`config.mk`:
```
export PLATFORM = sky130hd
export DESIGN_NAME = ntlm_crack_scheduler
export DESIGN_NICKNAME = d
export VERILOG_FILES = /design/src/rtl/ntlm_crack_scheduler.sv
export SDC_FILE = /design/constraint.sdc
export NUM_CORES = 1
export LEC_CHECK = 0
export BUFFER_PORTS_ARGS = -buffer_cell sky130_fd_sc_hd__buf_2
export CORE_MARGIN = 2
export CORE_UTILIZATION = 25
export DETAILED_ROUTE_END_ITERATION = 8
export SETUP_SLACK_MARGIN = 0.5
export SLEW_MARGIN = 20
export SYNTH_ARGS = -nofsm -noshare
export SYNTH_HDL_FRONTEND = slang
export SYNTH_SLANG_ARGS = --single-unit
```
`constraint.sdc`:
```
create_clock -name clk -period 4.7 [get_ports clk]
set_input_delay 0.47 -clock clk [delete_from_list [all_inputs] [get_ports clk]]
set_output_delay 0.47 -clock clk [all_outputs]
set_load 0.005 [all_outputs]
```
`src/rtl/ntlm_crack_scheduler.sv`:
```
// ============================================================================
// ntlm_crack_scheduler
//
// Brute-force search controller for a shared NTLM hash core. It walks every
// candidate password made of characters CHAR_LO..CHAR_HI, from min_len up to
// max_len characters. Each candidate goes to the hash core over a start/done
// handshake, and the returned hash is compared with the target. The search
// stops at the first match or when every candidate has been tried.
//
// Optional feature macro: NTLM_SCHED_ABORT_EN
//   When defined, an extra 'abort' input ends a running search on the next
//   edge with found=0. The attempt counter keeps its value at that point.
//
// Ports:
//   clk          in   clock
//   n_rst        in   asynchronous active-low reset
//   start        in   begin search (sampled only in IDLE or DONE)
//   abort        in   cancel a running search (NTLM_SCHED_ABORT_EN only)
//   target_hash  in   128-bit hash to find, latched on accepted start
//   min_len      in   shortest candidate length, latched on accepted start
//   max_len      in   longest candidate length, latched on accepted start
//   core_instr   out  candidate string; char i sits in bits [127-8i -: 8]
//                     (char 0 is the most significant byte); unused bytes = 0
//   core_length  out  candidate length
//   core_start   out  one-cycle request pulse to the core
//   core_done    in   core result valid (single cycle)
//   core_hash    in   core result, valid while core_done=1
//   busy         out  search in progress (LOAD/ISSUE/WAIT/CHECK)
//   done         out  search finished; held until the next accepted start
//   found        out  valid with done; 1 = match
//   match_str    out  matching candidate when found, else zero
//   match_len    out  matching length when found, else zero
//   attempts     out  hash compares in the current or last search (saturating)
// ============================================================================
module ntlm_crack_scheduler #(
    parameter int         MAX_LEN = 8,
    parameter logic [7:0] CHAR_LO = 8'h61,
    parameter logic [7:0] CHAR_HI = 8'h7A
) (
    input  logic         clk,
    input  logic         n_rst,
    input  logic         start,
`ifdef NTLM_SCHED_ABORT_EN
    input  logic         abort,
`endif
    input  logic [127:0] target_hash,
    input  logic [3:0]   min_len,
    input  logic [3:0]   max_len,
    output logic [127:0] core_instr,
    output logic [3:0]   core_length,
    output logic         core_start,
    input  logic         core_done,
    input  logic [127:0] core_hash,
    output logic         busy,
    output logic         done,
    output logic         found,
    output logic [127:0] match_str,
    output logic [3:0]   match_len,
    output logic [31:0]  attempts
);

    localparam logic [3:0] MAX_LEN_L = 4'(MAX_LEN);

    typedef enum logic [2:0] {
        S_IDLE,
        S_LOAD,
        S_ISSUE,
        S_WAIT,
        S_CHECK,
        S_DONE
    } state_t;

    state_t        r_state;
    logic [127:0]  r_target;
    logic [3:0]    r_min_len;
    logic [3:0]    r_max_len;
    logic [127:0]  r_hash;
    logic [127:0]  r_instr;
    logic [3:0]    r_len;
    logic          r_core_start;
    logic          r_busy;
    logic          r_done;
    logic          r_found;
    logic [127:0]  r_match_str;
    logic [3:0]    r_match_len;
    logic [31:0]   r_attempts;

    logic [127:0]  w_init_instr;   // min_len copies of CHAR_LO
    logic [127:0]  w_roll_instr;   // (len+1) copies of CHAR_LO
    logic [127:0]  w_step_instr;   // odometer increment at the current length
    logic          w_carry;        // running carry while stepping the odometer
    logic          w_overflow;     // carry out of char 0
    logic [7:0]    w_cur_char;
    logic [4:0]    w_len_plus1;
    logic          w_exhausted;
    logic          w_cfg_invalid;

    assign w_len_plus1   = {1'b0, r_len} + 5'd1;
    assign w_exhausted   = (w_len_plus1 > {1'b0, r_max_len});
    assign w_cfg_invalid = (r_min_len == 4'd0) ||
                           (r_min_len > r_max_len) ||
                           (r_max_len > MAX_LEN_L);

    // Fresh-length candidates: the first 'n' bytes are CHAR_LO, the rest zero.
    genvar gi;
    generate
        for (gi = 0; gi < 16; gi++) begin : g_fill
            localparam logic [4:0] POS = 5'(gi);
            assign w_init_instr[127-8*gi -: 8] =
                (POS < {1'b0, r_min_len}) ? CHAR_LO : 8'h00;
            assign w_roll_instr[127-8*gi -: 8] =
                (POS < w_len_plus1) ? CHAR_LO : 8'h00;
        end
    endgenerate

    // Odometer step: walk from the rightmost active char towards char 0,
    // wrapping CHAR_HI to CHAR_LO and propagating the carry. Inactive bytes
    // (index >= length) stay zero. Done as a loop in one block so the carry
    // chain is a plain sequential evaluation rather than a vector feedback.
    always_comb begin
        w_step_instr = '0;
        w_carry      = 1'b1;
        w_cur_char   = 8'h00;
        for (int i = 15; i >= 0; i--) begin
            w_cur_char = r_instr[127-8*i -: 8];
            if (i < int'(r_len)) begin
                if (w_carry) begin
                    if (w_cur_char == CHAR_HI) begin
                        w_step_instr[127-8*i -: 8] = CHAR_LO;
                    end else begin
                        w_step_instr[127-8*i -: 8] = w_cur_char + 8'd1;
                        w_carry = 1'b0;
                    end
                end else begin
                    w_step_instr[127-8*i -: 8] = w_cur_char;
                end
            end
        end
        w_overflow = w_carry;
    end

    always_ff @(posedge clk or negedge n_rst) begin
        if (!n_rst) begin
            r_state      <= S_IDLE;
            r_target     <= '0;
            r_min_len    <= '0;
            r_max_len    <= '0;
            r_hash       <= '0;
            r_instr      <= '0;
            r_len        <= '0;
            r_core_start <= 1'b0;
            r_busy       <= 1'b0;
            r_done       <= 1'b0;
            r_found      <= 1'b0;
            r_match_str  <= '0;
            r_match_len  <= '0;
            r_attempts   <= '0;
        end else begin
            r_core_start <= 1'b0;
            case (r_state)
                S_IDLE, S_DONE: begin
                    if (start) begin
                        r_target    <= target_hash;
                        r_min_len   <= min_len;
                        r_max_len   <= max_len;
                        r_done      <= 1'b0;
                        r_found     <= 1'b0;
                        r_match_str <= '0;
                        r_match_len <= '0;
                        r_attempts  <= '0;
                        r_busy      <= 1'b1;
                        r_state     <= S_LOAD;
                    end
                end
                S_LOAD: begin
                    if (w_cfg_invalid) begin
                        r_busy  <= 1'b0;
                        r_done  <= 1'b1;
                        r_found <= 1'b0;
                        r_state <= S_DONE;
                    end else begin
                        r_instr      <= w_init_instr;
                        r_len        <= r_min_len;
                        r_core_start <= 1'b1;   // high for the ISSUE cycle
                        r_state      <= S_ISSUE;
                    end
                end
                S_ISSUE: begin
                    r_state <= S_WAIT;
                end
                S_WAIT: begin
                    if (core_done) begin
                        r_hash  <= core_hash;
                        r_state <= S_CHECK;
                    end
                end
                S_CHECK: begin
                    if (r_attempts != 32'hFFFF_FFFF) begin
                        r_attempts <= r_attempts + 32'd1;
                    end
                    if (r_hash == r_target) begin
                        r_busy      <= 1'b0;
                        r_done      <= 1'b1;
                        r_found     <= 1'b1;
                        r_match_str <= r_instr;
                        r_match_len <= r_len;
                        r_state     <= S_DONE;
                    end else if (w_overflow && w_exhausted) begin
                        r_busy  <= 1'b0;
                        r_done  <= 1'b1;
                        r_found <= 1'b0;
                        r_state <= S_DONE;
                    end else begin
                        r_instr      <= w_overflow ? w_roll_instr : w_step_instr;
                        r_len        <= w_overflow ? w_len_plus1[3:0] : r_len;
                        r_core_start <= 1'b1;
                        r_state      <= S_ISSUE;
                    end
                end
                default: begin
                    r_state <= S_IDLE;
                end
            endcase
`ifdef NTLM_SCHED_ABORT_EN
            // Abort overrides whatever the busy state decided this cycle,
            // including the CHECK increment, so attempts stays frozen.
            if (abort && r_busy) begin
                r_busy       <= 1'b0;
                r_done       <= 1'b1;
                r_found      <= 1'b0;
                r_match_str  <= '0;
                r_match_len  <= '0;
                r_attempts   <= r_attempts;
                r_core_start <= 1'b0;
                r_state      <= S_DONE;
            end
`endif
        end
    end

    assign core_instr  = r_instr;
    assign core_length = r_len;
    assign core_start  = r_core_start;
    assign busy        = r_busy;
    assign done        = r_done;
    assign found       = r_found;
    assign match_str   = r_match_str;
    assign match_len   = r_match_len;
    assign attempts    = r_attempts;

endmodule

```
**Word-level counts from Yosys, hierarchy flattened**

Cells that the tools add are included.

- Reduce and logical (&&, ||, !) cells: 31
- Mux-type cells: 160
- $lt $le $gt $ge: 49
- Add/sub/neg operators: 17
- Equality and inequality tests: 46

Operator list:

| operator | count |
|---|---|
| 2-to-1 mux 128 bit | 6 |
| case mux 128 bit (2 select lines) | 2 |
| 2-to-1 mux 8 bit | 44 |
| 2-to-1 mux 7 bit | 31 |
| equality test 128 bit | 1 |
| adder 8 x 1 -> 8 bit, second input constant | 15 |
| equality test 8 x 7 -> 1 bit, second input constant | 15 |
| AND reduction 5 bit | 15 |
| 2-to-1 mux 32 bit | 2 |
| case mux 32 bit (2 select lines) | 1 |
| < comparator 4 bit, first input constant | 14 |
| 2-to-1 mux 1 bit | 56 |
| inequality test 4 x 3 -> 1 bit, second input constant | 14 |
| < comparator 4 x 5 -> 1 bit, first input constant | 8 |
| adder 32 x 1 -> 32 bit, second input constant | 1 |
| < comparator 3 x 4 -> 1 bit, first input constant | 8 |
| inequality test 32 bit, second input constant | 1 |
| 2-to-1 mux 4 bit | 6 |
| < comparator 3 x 5 -> 1 bit, first input constant | 4 |
| inequality test 2 bit, second input constant | 9 |
| < comparator 1 x 4 -> 1 bit, first input constant | 4 |
| < comparator 2 x 4 -> 1 bit, first input constant | 4 |
| case mux 4 bit (2 select lines) | 2 |
| 2-to-1 mux 3 bit | 5 |
| other kinds (23) | 35 |

- Word-level logic and storage cells: 331
- Bits in registers: 567

**Depth between registers and ports, before layout**

Gate-level depths: netlist of the first run.

- Depth after elaboration: 35
- Depth in mapped cells: 18
- Gate-level depth less buffers: 13

**Worst setup path before layout of the first run**

OpenSTA, ideal clock, no wires.

- Path kind: register -> register
- Start point: reg r_len[2], in the netlist core_length[2]
- End point: reg r_instr[104], in the netlist core_instr[104]
- Setup slack: 1212 ps
- Cell stages (with the launch flop): 16
- Setup time: 125 ps
- Buffers on the path: 4
- Required time: 4575 ps
- Data arrival time: 3364 ps
- Cells stage by stage: dfrtp_1 > clkbuf_1 > buf_1 > nand3_1 > xor2_1 > inv_1 > ha_1 > o21ai_0 > a21oi_1 > nor2_1 > o32ai_2 > or2_1 > buf_4 > or3_1 > buf_2 > mux2_2

- Longest elaborated chain between the ends: 34
- Elaborated cells on any way between the ends: 57
- Classes of those cells: add/sub: 1; order compare: 17; eq/ne: 2; mux: 35; reduce/logical: 2

RTL lines:

| item | line | text |
|---|---|---|
| from (decl) | 79 | `logic [3:0] r_len;` |
| from (signal assigned) | 183 | `r_len <= r_min_len;` |
| from (signal assigned) | 215 | `r_len <= w_overflow ? w_len_plus1[3:0] : r_len;` |
| < comparator 4 bit | 126 | `if (i < int'(r_len)) begin` |
| 2-to-1 mux 1 bit | 126 |  |
| 2-to-1 mux 1 bit | 127 | `if (w_carry) begin` |
| 2-to-1 mux 1 bit | 126 |  |
| 2-to-1 mux 1 bit | 127 |  |
| 2-to-1 mux 1 bit | 126 |  |
| 2-to-1 mux 1 bit | 127 |  |
| 2-to-1 mux 1 bit | 126 |  |
| [... 18 more ...] | n/a |  |
| 2-to-1 mux 1 bit | 127 |  |
| 2-to-1 mux 1 bit | 126 |  |
| 2-to-1 mux 1 bit | 127 |  |
| 2-to-1 mux 1 bit | 126 |  |
| 2-to-1 mux 128 bit | 214 | `r_instr <= w_overflow ? w_roll_instr : w_step_instr;` |
| 2-to-1 mux 128 bit | 208 | `end else if (w_overflow && w_exhausted) begin` |
| 2-to-1 mux 128 bit | 201 | `if (r_hash == r_target) begin` |
| case mux 128 bit (2 select lines) | 160 | `case (r_state)` |
| to (signal assigned) | 182 | `r_instr <= w_init_instr;` |
| to (signal assigned) | 214 |  |
| to (decl) | 78 | `logic [127:0] r_instr;` |

Parallel ways exist; a longest one is shown, timed or not. The select of a mux whose other input is x is not followed.
A chain may end at the register's enable or synchronous reset.

**Worst setup path in the final report of the first run**

- Start point: reg r_min_len[1]
- End point: reg r_instr[79], in the netlist core_instr[79]

- Longest elaborated chain between the ends: 5
- Elaborated cells on any way between the ends: 6
- Classes of those cells: order compare: 1; eq/ne: 1; reduce/logical: 4

RTL lines:

| item | line | text |
|---|---|---|
| from (decl) | 75 | `logic [3:0] r_min_len;` |
| from (signal assigned) | 164 | `r_min_len <= min_len;` |
| > comparator 4 bit or zero test 4 bit (tied branches) | 101, 100 |  |
| logical OR 1 bit (*) | 100 | `assign w_cfg_invalid = (r_min_len == 4'd0) \|\|` |
| logical OR 1 bit (*) | 101 | `(r_min_len > r_max_len) \|\|` |
| inequality test 2 bit (no source line) (*) | n/a |  |
| AND reduction 5 bit (no source line) (*) | n/a |  |

Every way passes the cells marked *; elsewhere a longest branch is shown, timed or not.

==> flow_metrics.tcl, run 1 <==
set metrics [dict create \
    status "completed" \
    startpoint_type "flip-flop" \
    ff2ff_path_depth 12 \
    dp_hpwl_mm 65.82 \
    area_growth_pct 26.53 \
    synth_seq_cells 553 \
    vias_per_cell 4.886 \
    clockBufferDepth 3 \
    finClkSkew_ps 31.74 \
    drv_cap 0 \
    synthFlopType "dfrtp_1" \
    setup_viol 0 \
    rows 118 \
    grt_pass1_wl_mm 132.9 \
    period_share_pct 84.60 \
    seq_area_um2 13840 \
    cts_setup_buffers 0 \
    wirelength_mm 88.75 \
    place.gp.congestion 0.8564 \
    final_antenna_net_count 0 \
    synth_cells 2277 \
    netlist_area_um2 26230 \
    port_buffers 557 \
    final_cell_mix "buf_2, dfrtp_1, mux2_2, a22o_1, nor2_1" \
    clock-root-buffer "clkbuf_16" \
    grt_max_degree 129 \
    max_freq_mhz 251.5 \
    place_area_um2 30760 \
    finalHoldViolations 0 \
    slew_headroom_pct 27.53 \
    p_leak_nw 15.41 \
    track_usage_pct 16.14 \
    drc_errors 0 \
    drt_iter0_drc 1496 \
    synthArstFlopShare_pct 100.0 \
    cts_sinks 553 \
    end_kind "flip-flop" \
    vias 20888 \
    core_um2 103800 \
    worstHoldPathType "in2reg" \
    clk_latency_ps 650 \
    gr-total-overflow 0 \
    dr.pass1.iters 6 \
    layout_min_cycle_time_ps 3976 \
    yosysUniqueCellTypes 75 \
    antenna_found_initial 32 \
    crit_fanout 23 \
    synth_area_per_cell_um2 11.52 \
    start_util_pct 25.27 \
    boundaryPins 568 \
    cts_max_level 3 \
    required_ps 5210 \
    routedWlPerCell_um 20.76 \
    num-fill-cells 10542 \
    report.final.slew_viol_count 0 \
    rsz0062_at_grt "no" \
    setup_tns_ps 0 \
    r2r_end "core_instr[79]" \
    multiInputGateArea_um2 11670 \
    hp-start "core_hash[64]" \
    hold_end "r_hash[64]" \
    cts.clk_slew.worst_paths_ps 60 \
    yosysSeqAreaShare_pct 52.76 \
    stdcell_area_um2 33180 \
    min_path_cells 2 \
    die_x_um 327.9 \
    die_h_um 327.9 \
    ys.warnings.count 0 \
    mostFrequentLayoutCell "buf_2" \
    cts_buffers 69 \
    reg2reg_from "r_min_len[1]" \
    synth-edff-count 0 \
    drive_gt1_share_pct 35.26 \
    cp.arrival_ps 4490 \
    grt_pass1_vias 20710 \
    die_area_um2 107500 \
    cts_tree "yes" \
    power_density_nw_per_um2 605.2 \
    tightest_slew_ps 1087 \
    crit_type "reg2reg" \
    worst-r2r-setup-slack_ps 720 \
    nNetsFinal 3148 \
    peakVddDrop_uv 394.8 \
]
routing by layer:
layer  part of all wire (%)  GRT usage [%]
met2                     47          26.11
met4                    2.5          4.836
met1                     42          20.64
met3                    7.6          4.940
met5                   0.31              0
worst max path at each step:
stage	startpoint	endpoint	slack, ps	cells past startpoint
after floorplan	core_length[2]	core_instr[104]	1210	15
after global placement	r_target[127]	core_instr[57]	220	10
after detailed placement	r_target[127]	core_instr[56]	210	10
after CTS	r_target[127]	core_instr[56]	510	10
after global routing	r_min_len[1]	core_instr[87]	540	12
final	r_min_len[1]	core_instr[79]	720	12
stage by stage:
stage / util [%] / hold slack, ps / std cells / setup slack (ps) / total power [mW]
floorplan: - / 174.4 / 2286 / 1212 / 12.14
global placement: 29.63 / 478.1 / 4145 / 215.6 / 14.51
detailed placement: 29.64 / 478.5 / 4145 / 207.6 / 14.67
CTS: 31.93 / 0.8227 / 4267 / 513.9 / 20.33
global route: 31.96 / 22.97 / 4271 / 537.4 / 21.36
finish: 31.97 / 51.57 / 4275 / 723.7 / 20.08
timing repair:
action | 4_1_cts | 5_1_grt
gates cloned | 0 | 0
endpoints found under the setup margin | 190 | 33
hold buffers | 3 | 0
gates resized for setup | 1 | 6
hold endpoints to repair | 64 | 0
final cells by class:
class | count | share of cell area, %
tap | 1380 | 5.203
sequential | 553 | 41.71
antenna | 8 | 0.06033
timing repair buffer | 616 | 10.17
inverter | 55 | 0.6297
clock inverter | 35 | 1.422
clock buffer | 84 | 5.645
multi-input combinational | 1544 | 35.17
cells in the mapped netlist, types with 5 or more instances:
master / count / share of area (%)
inv_1: 54 / 0.77
nor3b_1: 5 / 0.14
clkbuf_1: 84 / 1.2
nor3_1: 18 / 0.34
ha_1: 41 / 2.0
nor4_1: 23 / 0.55
o211ai_1: 5 / 0.14
nand3_1: 84 / 1.6
nand4_1: 50 / 1.2
o41ai_1: 27 / 0.90
o31ai_1: 68 / 1.9
xnor2_1: 108 / 3.6
xor2_1: 44 / 1.5
a21o_1: 15 / 0.43
and4_1: 7 / 0.23
or4_1: 7 / 0.20
mux2_1: 7 / 0.30
o2bb2ai_1: 5 / 0.17
or2_2: 10 / 0.24
buf_1: 14 / 0.20
and3_1: 46 / 1.1
buf_2: 16 / 0.31
a22o_1: 132 / 4.4
a31oi_1: 15 / 0.36
a211oi_1: 5 / 0.14
and2_1: 11 / 0.26
nor2b_1: 14 / 0.33
o21ai_0: 122 / 2.3
nand2_1: 94 / 1.3
dfrtp_1: 553 / 53
mux2_2: 260 / 11
o31a_1: 18 / 0.60
buf_4: 16 / 0.46
nor2_1: 127 / 1.8
o21a_1: 9 / 0.26
a21oi_1: 39 / 0.74
nand2b_1: 17 / 0.41
nand4b_1: 6 / 0.20
o41a_1: 6 / 0.26
o22ai_1: 7 / 0.17
or3_1: 23 / 0.55
kinds of logic (layout without fill, tap and decap cells):
| kind of cell | count (synthesis) | in the layout | synth area share (%) |
|---|---|---|---|
| other cells | 1 | 18 | 0.01430 |
| simple gates | 550 | 550 | 10.78 |
| fa+ha+maj | 41 | 41 | 1.956 |
| compound gates | 521 | 521 | 14.70 |
| buf+inv | 189 | 790 | 3.125 |
| flops | 553 | 553 | 52.76 |
| xor+xnor | 152 | 152 | 5.076 |
| mux | 270 | 270 | 11.58 |
critical path, stage by stage (launching register included):
cell,delay [ps]
dfrtp_1,670
ha_1,330
nor2b_1,140
o211ai_1,170
a21oi_1,170
nor2_1,480
nor4_2,170
buf_4,190
or2_4,380
buf_4,210
buf_4,170
or3_1,430
o41ai_1,310
report_power, final:
| group | switching [mW] | internal [mW] |
|---|---|---|
| Clock | 2.22 | 3.30 |
| Sequential | 1.40 | 6.19 |
| Combinational | 3.76 | 3.21 |
sequential cells by signal (all words and copies together), names as in the netlist:
| signal | flops |
|---|---|
| attempts | 32 |
| busy | 1 |
| core_instr | 121 |
| core_length | 4 |
| core_start | 1 |
| done | 1 |
| found | 1 |
| match_len | 4 |
| match_str | 121 |
| r_hash | 128 |
| r_max_len | 4 |
| r_min_len | 4 |
| r_state | 3 |
| r_target | 128 |
No activity file was read; power rests on OpenSTA's default activity.
==> run 2: changes to the inputs <==
--- a/config.mk
+++ b/config.mk
@@ -5,6 +5,7 @@
 export SDC_FILE = /design/constraint.sdc
 export NUM_CORES = 1
 export LEC_CHECK = 0
+export ABC_AREA = 1
 export BUFFER_PORTS_ARGS = -buffer_cell sky130_fd_sc_hd__buf_2
 export CORE_MARGIN = 2
 export CORE_UTILIZATION = 25
==> constraint.sdc (replaced) <==
create_clock -name clk -period 4.1 [get_ports clk]
set_input_delay 0.41 -clock clk [delete_from_list [all_inputs] [get_ports clk]]
set_output_delay 0.41 -clock clk [all_outputs]
set_load 0.005 [all_outputs]
==> run 2 against run 1 <==
Utilization up 1.6 points. Largest power group is now combinational logic. Critical path type unchanged. Maximum frequency rose by 20%. Global-route usage up 0.61 points. First-iteration DRC count rose by 5.6%.
==> flow_metrics.tcl, run 2 <==
set metrics [dict create \
    die_h_um 337.6 \
    power_density_nw_per_um2 635.1 \
    ys.warnings.count 0 \
    die_x_um 337.6 \
    drc_errors 0 \
    setup_tns_ps 0 \
    synthSimpleGateAreaFrac_pct 26.51 \
    synth-xor-area-share_pct 4.092 \
    period_share_pct 81.13 \
    area_growth_pct 33.46 \
    finalHoldViolations 0 \
    slew_headroom_pct 38.86 \
    port_buffers 557 \
    wirelength_mm 97.31 \
    holdWs_ps 55.31 \
    vias 25151 \
    synth_seq_cells 553 \
    rows 122 \
    core_um2 110500 \
    cts_max_level 3 \
    cts.clk_slew.worst_paths_ps 60 \
    status "completed" \
    synth-edff-count 0 \
    post_synth_mux_area_share_pct 4.169 \
    clock-root-buffer "clkbuf_16" \
    yosysSeqAreaShare_pct 49.74 \
    layout_min_cycle_time_ps 3326 \
    swShare_pct 40.54 \
    nNetsFinal 4469 \
    drt_iter0_drc 1580 \
    report.final.slew_viol_count 0 \
    drive_gt1_share_pct 21.69 \
    die_area_um2 114000 \
    synthAdderAreaFrac_pct 1.844 \
    finClkSkew_ps 21.10 \
    p_seq_share_pct 35.3 \
    routedWlPerCell_um 17.06 \
    final_antenna_net_count 0 \
    max_freq_mhz 300.6 \
    vias_per_cell 4.409 \
    cts_sinks 553 \
    clk_latency_ps 630 \
    cts_buffers 68 \
    synth_top_area_share_pct 49.74 \
    synth_area_leaders "dfrtp_1, nand2_1, inv_1, o21ai_0, mux2_2" \
    synth_common_cells "nand2_1, dfrtp_1, inv_1, o21ai_0, nor2_1" \
    synth_cells 3363 \
    synth-compound-area-share_pct 6.799 \
    crit_path_frequent_cell "nand2_1" \
    boundaryPins 568 \
    startpoint_type "flip-flop" \
    pwr-share-comb_pct 38.8 \
    synth_area_leader_cell "dfrtp_1" \
    synth_top_family_by_area "simple AND/OR/NAND/NOR gates" \
    drv_cap 0 \
    required_ps 4650 \
    antenna_found_initial 18 \
    yosysUniqueCellTypes 49 \
    crit_type "reg2reg" \
    netlist_area_um2 27820 \
    tightest_slew_ps 917.2 \
    cp.arrival_ps 3880 \
    p_clk_share_pct 25.9 \
    yosysMostFrequentCell "nand2_1" \
    grt_pass1_vias 25007 \
    dp_hpwl_mm 70.83 \
    post-route-util_pct 33.60 \
    setup_viol 0 \
    synthFlopType "dfrtp_1" \
    worstHoldPathType "in2reg" \
    cts_tree "yes" \
    end_kind "flip-flop" \
    gr-total-overflow 0 \
    crit_path_top_delay_cell "dfrtp_1" \
    final_cell_mix "nand2_1, buf_2, dfrtp_1, inv_1, dlygate4sd3_1" \
    grt_pass1_wl_mm 147.8 \
    peakVddDrop_uv 560.8 \
    crit_fanout 16 \
    grt_max_degree 101 \
    critPathMaxStageDelay_ps 470 \
    reg_top3 "r_hash: 128 flops, r_target: 128 flops" \
    place_area_um2 32410 \
    synth_area_per_cell_um2 8.273 \
    p_int_mw 14.02 \
    worstPathCellList "ha_1, nor2_1, nor2_1, nand2_1, inv_1, nor2_1, nand4_1, nor2_1, nand4_1, nor2_2, buf_4, nand4_1, nand2_1, nand2_1, nand2_1, nand2_1, nand2_1" \
    stdcell_area_um2 37130 \
    rsz0062_at_grt "no" \
    clockBufferDepth 3 \
    dr.pass1.iters 6 \
    p_leak_nw 18.54 \
    p_switching_mw 9.561 \
    synthArstFlopShare_pct 100.0 \
    start_util_pct 25.18 \
    mostFrequentLayoutCell "nand2_1" \
    place.gp.congestion 0.8615 \
    track_usage_pct 16.75 \
]
run 2: cell count changes after synthesis, sizes merged, moves of 45 or more:
cell	change
nand2	+1050
inv	+264
mux2	-164
o21ai	+142
a22o	-132
nor2	+117
o31ai	-61
and3	-45
run 2: cell type report:
type	count	area [um^2]
fill	11435	73380
timing repair buffer	851	5773
antenna	7	17.52
sequential	553	13840
multi-input combinational	2366	12200
clock buffer	92	1923
inverter	320	1205
tap	1488	1862
clock inverter	27	314.1
run 2: logic make-up after synthesis:
logic type	Yosys count
buffers and inverters	453
muxes	103
xor gates and xnor gates	130
AOI/OAI and AO/OA	360
and+or+nand+nor	1722
adders and majority gates	41
DFF	553
other	1
run 2: per-layer routing:
metal / track usage [%] / up-vias / part of all wire [%]
met2: 28.13 / 771 / 48
met3: 4.090 / 150 / 7.2
met5: 0 / - / 0.12
met1: 21.00 / 11914 / 42
met4: 5.541 / 16 / 2.6
li1: - / 12300 / -
run 2: critical path: cells and delay by family, from the launching register on:
family / cells / cell delay, ps
flip-flops: 1 / 470
adder cells (fa/ha/maj): 1 / 320
buffers and inverters: 2 / 290
AND/OR/NAND/NOR: 14 / 2170
run 2: path summary, 6_finish.rpt:
kind	start	endpoint	slack, ps	cells past startpoint
max	core_length[0]	core_instr[96]	770	17
min	core_hash[87]	r_hash[87]	60	3
max reg2reg	core_length[0]	core_instr[96]	770	17
min reg2reg	match_str[58]	match_str[58]	480	2
max in group asynchronous	n_rst	match_str[72]	2530	3
min in group asynchronous	n_rst	r_hash[49]	490	2
run 2: what timing repair did:
action                     in CTS  in global routing
pin swaps                       0                  0
hold buffers                  239                  0
hold endpoints to repair      318                  0
gates resized for setup         1                  7
setup buffers                   0                  3
setup endpoints to repair       3                103
run 2: power by group through the flow:
stage / Sequential, mW / Clock (mW) / Combinational, mW
CTS: 8.30 / 6.30 / 9.28
floorplan: 8.02 / 0 / 6.26
finish: 8.32 / 6.11 / 9.16
global route: 8.50 / 6.53 / 10.4
detailed placement: 8.39 / 0 / 9.05
global placement: 8.34 / 0 / 8.90
run 2: metrics by stage:
stage / setup WS [ps] / instances / power [mW]
floorplan: 1447 / 3372 / 14.28
global placement: 538.7 / 5336 / 17.25
detailed placement: 516.2 / 5336 / 17.44
CTS: 539.6 / 5694 / 23.89
global route: 508.1 / 5700 / 25.39
finish: 773.7 / 5704 / 23.58
==> run 3: changes to the inputs <==
==> constraint.sdc (replaced) <==
create_clock -name clk -period 3.4 [get_ports clk]
set_input_delay 0.34 -clock clk [delete_from_list [all_inputs] [get_ports clk]]
set_output_delay 0.34 -clock clk [all_outputs]
set_load 0.005 [all_outputs]
==> run 3 against run 2 <==
Non-clock buffer count increased by 160. Sequential cell count unchanged. First-iteration DRC count decreased by 3.6%. Via count increased by 5.0%. Design area increased by 7.5%. Clock skew increased by 6.6 ps.
==> flow_metrics.tcl, run 3 (synthesis gave the netlist of run 2 again) <==
set metrics [dict create \
    met3_usage_pct 3.711 \
    wirelength_mm 104.6 \
    grtUsageMet1_pct 22.15 \
    clock-root-buffer "clkbuf_16" \
    crit_path_frequent_cell "nand2_2" \
    reg_top3 "r_hash: 128 flops, r_target: 128 flops" \
    antenna_found_initial 13 \
    tightest_slew_ps 902.9 \
    drt_iter0_drc 1523 \
    track_usage_pct 17.52 \
    finClkSkew_ps 27.71 \
    period_share_pct 90.83 \
    power_density_nw_per_um2 785.9 \
    report.final.slew_viol_count 0 \
    post-route-util_pct 36.12 \
    mostFrequentLayoutCell "nand2_1" \
    startpoint_type "flip-flop" \
    finalHoldViolations 0 \
    gr-total-overflow 0 \
    boundaryPins 568 \
    die_x_um 337.6 \
    grt_pass1_vias 26010 \
    max_freq_mhz 323.8 \
    area_growth_pct 43.47 \
    crit_path_top_delay_cell "dfrtp_1" \
    dp_hpwl_mm 73.34 \
    die_h_um 337.6 \
    cts_sinks 553 \
    nNetsFinal 4641 \
    crit_fanout 8 \
    setup_viol 0 \
    grt_pass1_wl_mm 154.4 \
    vias_per_cell 4.493 \
    cts.clk_slew.worst_paths_ps 60 \
    grt_max_degree 90 \
    rsz0062_at_grt "yes" \
    start_util_pct 25.18 \
    port_buffers 557 \
    p_leak_nw 19.83 \
    crit_type "reg2reg" \
    cts_max_level 3 \
    rows 122 \
    required_ps 3910 \
    grt_busiest_layer "met2" \
    status "completed" \
    core_um2 110500 \
    cp.arrival_ps 3590 \
    slew_headroom_pct 39.80 \
    cts_tree "yes" \
    drive_gt1_share_pct 27.34 \
    critPathMaxStageDelay_ps 400 \
    clockBufferDepth 3 \
    die_area_um2 114000 \
    drc_errors 0 \
    power.total_mw 31.37 \
    vias 26416 \
    cts_buffers 71 \
    end_kind "flip-flop" \
    place.gp.congestion 0.8577 \
    dr.pass1.iters 5 \
    final_antenna_net_count 0 \
    layout_min_cycle_time_ps 3088 \
    final_cell_mix "nand2_1, buf_2, dfrtp_1, inv_1, dlygate4sd3_1" \
    clk_latency_ps 630 \
    grtUsageMet2_pct 29.76 \
    worstPathCellList "inv_2, ha_4, nand2_2, nor2_2, nand2_2, nand2_2, buf_6, nand3_4, nor2_4, nand4_1, nor2_2, nand4_4, nor2_4, nand4_4, buf_12, nand3_4, nand3_4, clkbuf_16, nand2_2, o21ai_1" \
    worstHoldPathType "in2reg" \
    routedWlPerCell_um 17.79 \
    peakVddDrop_uv 495.1 \
    drv_cap 0 \
]
-- run 3: worst paths after layout --
path	start	cells past startpoint	slack [ps]	to
max in group asynchronous	n_rst	3	1860	core_instr[77]
worst min-delay path	core_hash[5]	2	50	r_hash[5]
min in group asynchronous	n_rst	2	410	busy
worst min register to register	found	2	470	found
worst max register to register	core_instr[16]	20	310	core_instr[26]
worst max-delay path	core_instr[16]	20	310	core_instr[26]
-- run 3: worst max-delay path, delay by kind of cell (launching register included) --
kind | cells | cell delay [ps]
AO/OA/AOI/OAI | 1 | 50
buffers and inverters | 4 | 590
flip-flops | 1 | 400
adder cells (fa/ha/maj) | 1 | 120
AND/OR/NAND/NOR | 14 | 1770
-- run 3: layout make-up --
| class | instances | area, um^2 |
|---|---|---|
| Fill cell | 11264 | 70600 |
| Sequential cell | 553 | 13840 |
| Multi-Input combinational cell | 2375 | 12990 |
| Timing Repair Buffer | 1011 | 7500 |
| Clock buffer | 101 | 2093 |
| Tap cell | 1488 | 1862 |
| Inverter | 320 | 1216 |
| Clock inverter | 26 | 402.9 |
| Antenna cell | 5 | 12.51 |
-- run 3: through the flow --
stage	hold slack [ps]	cells	setup TNS (ps)	cell area, um^2	worst slack, ps
after floorplan	44.41	3372	0	27860	747.1
after global placement	456.8	5420	-13610	33110	-323.9
after detailed placement	455.6	5420	-9194	33110	-249.0
after CTS	7.752	5834	0	38800	307.8
after global routing	25.75	5877	0	39910	122.0
final	50.10	5879	0	39920	311.8
-- run 3: power by group --
group,total (mW),internal [mW],switching (mW)
registers,9.93,8.50,1.43
clock network,8.05,4.99,3.06
logic,13.4,5.32,8.08
-- run 3: metal layers --
layer	up-vias	wire length, um
li1	12722	-
met1	12678	44140
met2	837	50980
met3	167	6664
met4	12	2745
met5	-	86
-- run 3: what timing repair did --
item,4_1_cts,5_1_grt
resized for setup,87,188
cloned,9,12
hold endpoints to repair,334,0
setup endpoints to repair,258,185
pin swaps,19,63
setup buffers,17,28
hold buffers,261,0
